<file path="config.mk">
export PLATFORM = sky130hd
export DESIGN_NAME = multi_cycle_adder
export DESIGN_NICKNAME = d
export VERILOG_FILES = /design/src/rtl/adder_pkg.sv /design/src/rtl/chunk_adder.sv /design/src/rtl/multi_cycle_adder.sv
export SDC_FILE = /design/constraint.sdc
export NUM_CORES = 1
export LEC_CHECK = 0
export CAP_MARGIN = 20
export CORE_MARGIN = 4
export CORE_UTILIZATION = 44
export DETAILED_ROUTE_END_ITERATION = 6
export GPL_TIMING_DRIVEN = 0
export PLACE_DENSITY_LB_ADDON = 0.08
export SLEW_MARGIN = 20
export SYNTH_ARGS = -nofsm -noshare
export SYNTH_HDL_FRONTEND = slang
export SYNTH_HIERARCHICAL = 1
export SYNTH_SLANG_ARGS = --single-unit
</file>
<file path="constraint.sdc">
create_clock -name CLK -period 2.9 [get_ports CLK]
set_clock_uncertainty 0.1 [all_clocks]
set_input_delay 0.58 -clock CLK [delete_from_list [all_inputs] [get_ports CLK]]
set_output_delay 0.58 -clock CLK [all_outputs]
set_load 0.005 [all_outputs]
</file>
<file path="src/rtl/adder_pkg.sv">
// Shared definitions for the multi-cycle adder: FSM state type, default
// geometry and the geometry check used at elaboration.
package adder_pkg;

    // Default geometry: a 16-bit add done four bits per clock.
    localparam int DEFAULT_WIDTH = 16;
    localparam int DEFAULT_CHUNK = 4;

    // Controller states. DONE marks the cycle after the last chunk add.
    typedef enum logic [1:0] {
        IDLE = 2'd0,
        ADD  = 2'd1,
        DONE = 2'd2
    } adder_state_t;

    // A geometry is usable only if CHUNK is in 1..WIDTH and tiles WIDTH exactly.
    function automatic bit chunk_divides_width(input int width, input int chunk);
        return (chunk >= 1) && (chunk <= width) && ((width % chunk) == 0);
    endfunction

endpackage

</file>
<file path="src/rtl/chunk_adder.sv">
// Combinational CHUNK-bit ripple adder. Besides the chunk carry-out it
// exports the carry into its top bit, which the top level uses for signed
// overflow on the most significant chunk.
module chunk_adder
    import adder_pkg::*;
#(
    parameter int CHUNK = DEFAULT_CHUNK
) (
    input  logic [CHUNK-1:0] a,
    input  logic [CHUNK-1:0] b,
    input  logic             cin,
    output logic [CHUNK-1:0] sum,
    output logic             cout,
    output logic             carry_msb
);

    // carry[i] is the carry into bit i; carry[CHUNK] leaves the chunk.
    logic [CHUNK:0] carry;

    assign carry[0] = cin;

    generate
        for (genvar gi = 0; gi < CHUNK; gi++) begin : g_bit
            assign sum[gi]       = a[gi] ^ b[gi] ^ carry[gi];
            assign carry[gi + 1] = (a[gi] & b[gi]) | (carry[gi] & (a[gi] ^ b[gi]));
        end
    endgenerate

    assign cout      = carry[CHUNK];
    assign carry_msb = carry[CHUNK-1];

endmodule

</file>
<file path="src/rtl/multi_cycle_adder.sv">
// Multi-cycle adder: {COUT,S} = A + B + CIN, computed CHUNK bits per clock
// under a START/BUSY/DONE handshake. All outputs come straight from flops.
// Optional feature macro: MULTI_CYCLE_ADDER_OVF_EN adds the OVF port
// (signed overflow, registered with the final chunk).
module multi_cycle_adder
    import adder_pkg::*;
#(
    parameter int WIDTH = DEFAULT_WIDTH,
    parameter int CHUNK = DEFAULT_CHUNK
) (
    input  logic             CLK,
    input  logic             RST_N,
    input  logic             START,
    input  logic [WIDTH-1:0] A,
    input  logic [WIDTH-1:0] B,
    input  logic             CIN,
    output logic             BUSY,
    output logic             DONE,
    output logic [WIDTH-1:0] S,
    output logic             COUT
`ifdef MULTI_CYCLE_ADDER_OVF_EN
    ,
    output logic             OVF
`endif
);

    localparam int NCHUNK = WIDTH / CHUNK;
    localparam int IDX_W  = (NCHUNK > 1) ? $clog2(NCHUNK) : 1;
    localparam logic [IDX_W-1:0] LAST_IDX = IDX_W'(NCHUNK - 1);

    // Reject geometries where the chunks do not tile the operand exactly.
    generate
        if (!chunk_divides_width(WIDTH, CHUNK)) begin : g_geometry_check
            $error("multi_cycle_adder: CHUNK=%0d must be in 1..WIDTH and divide WIDTH=%0d",
                   CHUNK, WIDTH);
        end
    endgenerate

    // Note: the port DONE shadows the enum literal of the same name, so the
    // state literal is always written package-qualified below.
    adder_state_t     state_q, state_d;
    logic [IDX_W-1:0] idx_q,   idx_d;
    logic             carry_q, carry_d;
    logic [WIDTH-1:0] a_q,     a_d;
    logic [WIDTH-1:0] b_q,     b_d;
    logic [WIDTH-1:0] s_q,     s_d;
    logic             cout_q,  cout_d;
    logic             busy_q,  busy_d;
    logic             done_q,  done_d;
`ifdef MULTI_CYCLE_ADDER_OVF_EN
    logic             ovf_q,   ovf_d;
`endif

    // Chunk slices of the latched operands and the S image with the active
    // chunk replaced by the fresh chunk sum.
    logic [CHUNK-1:0] a_chunks [NCHUNK];
    logic [CHUNK-1:0] b_chunks [NCHUNK];
    logic [CHUNK-1:0] a_sel;
    logic [CHUNK-1:0] b_sel;
    logic [CHUNK-1:0] chunk_sum;
    logic             chunk_cout;
    logic [WIDTH-1:0] s_write;

    generate
        for (genvar gi = 0; gi < NCHUNK; gi++) begin : g_slice
            assign a_chunks[gi] = a_q[gi*CHUNK +: CHUNK];
            assign b_chunks[gi] = b_q[gi*CHUNK +: CHUNK];
            assign s_write[gi*CHUNK +: CHUNK] =
                (idx_q == IDX_W'(gi)) ? chunk_sum : s_q[gi*CHUNK +: CHUNK];
        end
    endgenerate

    assign a_sel = a_chunks[idx_q];
    assign b_sel = b_chunks[idx_q];

`ifdef MULTI_CYCLE_ADDER_OVF_EN
    logic chunk_carry_msb;
`else
    // Carry into the MSB only matters for overflow, which this build omits.
    logic chunk_carry_msb_unused;
`endif

    chunk_adder #(
        .CHUNK     (CHUNK)
    ) u_chunk_adder (
        .a         (a_sel),
        .b         (b_sel),
        .cin       (carry_q),
        .sum       (chunk_sum),
        .cout      (chunk_cout),
`ifdef MULTI_CYCLE_ADDER_OVF_EN
        .carry_msb (chunk_carry_msb)
`else
        .carry_msb (chunk_carry_msb_unused)
`endif
    );

    // Next-state logic: accept in IDLE, one chunk per ADD cycle, then a
    // DONE cycle whose end raises the registered DONE pulse.
    always_comb begin
        state_d = state_q;
        idx_d   = idx_q;
        carry_d = carry_q;
        a_d     = a_q;
        b_d     = b_q;
        s_d     = s_q;
        cout_d  = cout_q;
        done_d  = 1'b0;
        busy_d  = busy_q;
`ifdef MULTI_CYCLE_ADDER_OVF_EN
        ovf_d   = ovf_q;
`endif

        // BUSY covers the DONE pulse cycle and drops right after it,
        // unless a new request is accepted on that same edge.
        if (done_q) begin
            busy_d = 1'b0;
        end

        case (state_q)
            IDLE: begin
                if (START) begin
                    a_d     = A;
                    b_d     = B;
                    carry_d = CIN;
                    idx_d   = '0;
                    busy_d  = 1'b1;
                    state_d = ADD;
                end
            end
            ADD: begin
                s_d     = s_write;
                carry_d = chunk_cout;
                if (idx_q == LAST_IDX) begin
                    cout_d  = chunk_cout;
`ifdef MULTI_CYCLE_ADDER_OVF_EN
                    ovf_d   = chunk_carry_msb ^ chunk_cout;
`endif
                    state_d = adder_pkg::DONE;
                end else begin
                    idx_d = idx_q + 1'b1;
                end
            end
            adder_pkg::DONE: begin
                done_d  = 1'b1;
                state_d = IDLE;
            end
            default: begin
                state_d = IDLE;
            end
        endcase
    end

    // State and datapath registers; reset abandons any add in flight.
    always_ff @(posedge CLK) begin
        if (!RST_N) begin
            state_q <= IDLE;
            idx_q   <= '0;
            carry_q <= 1'b0;
            a_q     <= '0;
            b_q     <= '0;
            s_q     <= '0;
            cout_q  <= 1'b0;
            busy_q  <= 1'b0;
            done_q  <= 1'b0;
`ifdef MULTI_CYCLE_ADDER_OVF_EN
            ovf_q   <= 1'b0;
`endif
        end else begin
            state_q <= state_d;
            idx_q   <= idx_d;
            carry_q <= carry_d;
            a_q     <= a_d;
            b_q     <= b_d;
            s_q     <= s_d;
            cout_q  <= cout_d;
            busy_q  <= busy_d;
            done_q  <= done_d;
`ifdef MULTI_CYCLE_ADDER_OVF_EN
            ovf_q   <= ovf_d;
`endif
        end
    end

    assign BUSY = busy_q;
    assign DONE = done_q;
    assign S    = s_q;
    assign COUT = cout_q;
`ifdef MULTI_CYCLE_ADDER_OVF_EN
    assign OVF  = ovf_q;
`endif

endmodule

</file>
==> results.md <==
- Status: complete, no violations
- Post-DP HPWL: around 3700 um
- Share of cells above drive strength 1: 0.123
- H-tree Lvls: 2
- Synthesis-to-layout area growth: 33.7%
- Hold WS: 0.357 ns
- Sequential cell area: roughly 1100 um^2
- Max Transition Viols Final: 0
- Final global-route overflow total: 0
- Synth top area cells: dfxtp_1 48%, nand2_1 10%, mux2i_1 7.6%, mux4_2 7.6%, a21oi_1 7.2%
- Critical path data required time: 2.98 ns
- First-pass GRT wire length: ~8100 um
- Die X: 81.2 um
- Clk root buf: clkbuf_8
- Mapped cell area: between 2000 and 2500 um^2
- Finished Layout Cells: 387
- Die Y: around 81 um
- CP Buf/Inv Count: 3
- CTS tree: built
- Worst r2r dst: S[11]
- TritonCTS Sinks: between 50 and 60
- Worst Hold Class: reg -> reg
- CORE AREA: 5140 um^2
- Antenna fix cells: 0
- Wl on met1: between 2000 and 2500 um
- Syn Inst Count: about 250
- Worst vdd ir: between 0.3 and 0.4 mV
- Placed cell count: about 370
- Largest area contributor in the netlist: dfxtp_1
- Hold-fix buffers at CTS: 0
- Post-Route WL: just over 5000 um
- Reg clk slew, reported paths: ~0.090 ns
- Mean Syn Cell Area: between 9 and 10 um^2
- Syn Nets: 293
- Worst-path fanout max: 6
- Initial Util: 0.459
- Setup crit end: S[11]
- Clk_lat worst skew: 0.30 ns
- Remaining routing DRC violations: 0
- PwrDens: roughly 480 nW/um^2
- Drt via density: approximately 4.8
- Die footprint: ~6600 um^2
- Worst-margin pin slew: approximately 0.53 ns
- Fillers: between 400 and 500
- Top sig layer: met4
- Period utilisation layout: 0.967
- Number of DRC markers in iteration 0: 70
- Initial antenna violation count: 0
- Register area share after synthesis: 0.475
- Placed inst area: 2990 um^2
- Initial DRT Pass Iterations: 4
- Synth cell types: 23
- RR Startpoint: idx_q[0]
- Fin. Hold Viols: 0
- Most numerous cell on the critical path: fa_2
- Worst Setup SP: idx_q[0]
- Crit-path cells: buf_12, mux4_2, fa_2, inv_1, fa_2, fa_2, inv_2, fa_2, mux2i_1, nor2_1
- Relative slew slack: 0.648
- Worst EP arrival: 2.89 ns
- Reg2Reg Depth: 10
- CP delay by family, top: adder cells
- Worst path slowest cell: mux4_2
- DR WL/cell: between 10 and 15 um
- Area of the multi-input gates: 1110 um^2
- Met3 wire length: 255 um
- Post-synth top area share: 0.475
- Final WS setup: ~0.096 ns
- Vias in the first global route: between 1500 and 2000
- Routed Antenna Nets: 0
- Maxcap violations: 0
- CP max stage delay: ~0.51 ns
- Met2 routed WL: 2380 um
- Final Cell Area: 3150 um^2
- Setup crit end kind: flip-flop
- R2R Setup Slk: around 0.096 ns
- DR vias: ~1800
- Worst setup path class: reg -> reg
- Synth warnings: 6
- IO buf count: 54
- GRT Util Overall: 0.163
- Clk buf depth: 2
- Fin crit period: 2.80 ns
- Nets@finish: 360
- Final setup fails: 0
- Crit path launch type: flip-flop
- FP Rows: 26
- Clock buffer count from CTS: 5
- Leak: between 0.001 and 0.0015 uW
- Stages on worst setup path: 10
- Pin count of the biggest net entering global routing: 16
- RD Place Congestion: about 0.74
- Number of synthesized register bits: 56
- Overall power: between 1500 and 2000 uW
- Fmax: ~360 MHz
- Io pins: 55
- Dpl ws: -0.269 ns
==> kinds of logic (layout without fill, tap and decap cells) <==
| logic type | count (synthesis) | in the layout | share of synthesized area |
|---|---|---|---|
| and+or+nand+nor | 95 | 95 | 0.174 |
| muxes | 26 | 26 | 0.153 |
| adders and majority gates | 8 | 8 | 0.0552 |
| DFF | 56 | 56 | 0.475 |
| buffers and inverters | 26 | 94 | 0.0594 |
| AOI/OAI and AO/OA | 38 | 38 | 0.0833 |
==> per-layer routing <==
| layer | vias up | track usage |
|---|---|---|
| met1 | 846 | 0.198 |
| met2 | 38 | 0.282 |
| met4 | 0 | 0.0456 |
| li1 | 954 | - |
| met5 | - | 0 |
| met3 | 6 | 0.0443 |
==> state kept, by name (all words and copies together) (netlist names) <==
register / flops
S: 16
COUT: 1
b_q: 16
idx_q: 2
a_q: 16
BUSY: 1
DONE: 1
state_q: 2
carry_q: 1
==> worst min path at each step <==
stage	startpoint	endpoint	slack, ns	depth (start not counted)
CTS	b_q[12]	b_q[12]	0.36	2
finish	a_q[13]	a_q[13]	0.36	2
detailed placement	b_q[12]	b_q[12]	0.35	2
global placement	a_q[4]	a_q[4]	0.34	2
floorplan	a_q[10]	a_q[10]	0.33	2
global route	b_q[10]	b_q[10]	0.38	2
==> layout by cell type (no fill, tap or decap), types with 2 or more instances in the layout <==
master and count:
a21oi_1 34, buf_2 3, buf_4 6, buf_6 5, clkbuf_1 7, clkbuf_8 6
clkdlybuf4s50_1 54, dfxtp_1 55, fa_2 4, ha_1 4, inv_1 9, inv_2 2
mux2i_1 18, mux4_2 8, nand2_1 65, nand2b_1 2, nand3b_1 4, nand4_1 2
nor2_1 18, or3b_1 2
==> Yosys cell counts, drive strengths merged <==
cell type	count
nand2	65
dfxtp	56
a21oi	35
mux2i	18
nor2	18
inv	11
buf	9
mux4	8
clkbuf	6
fa	4
ha	4
nand3b	4
nand2b	2
nand4	2
nor3b	2
o21ai	2
or3b	2
o31ai	1
==> worst min-delay path: stages, from the launching register on <==
cell and delay, ns:
dfxtp_1 0.32, nand2_1 0.05, a21oi_1 0.05
==> per-stage QoR <==
| step | TNS (ns) | utilization |
|---|---|---|
| 2_1_floorplan | 0 | - |
| 3_3_place_gp | -1.11 | 0.582 |
| 3_5_place_dp | -1.20 | 0.582 |
| 4_1_cts | 0 | 0.602 |
| 5_1_grt | -0.00997 | 0.614 |
| 6_report | 0 | 0.614 |
==> cell type report <==
type,count,area share
inverters,11,0.0131
clock buffers,8,0.0286
flip-flops and latches,56,0.357
well taps,70,0.0278
repair buffers,60,0.186
plain buffers,15,0.0373
multi-input cells,167,0.351
==> what timing repair did <==
action | CTS | global route
setup endpoints to repair | 6 | 4
resized for setup | 6 | 7
buffers inserted | 0 | 6
pin swaps | 0 | 2
==> where the power goes <==
group / internal, uW / switching [uW] / total [uW]
combinational: 143 / 122 / 265
clock: 195 / 237 / 432
sequential: 807 / 19.4 / 826
total: 1150 / 378 / 1520
(Power assumes the default switching activity.)
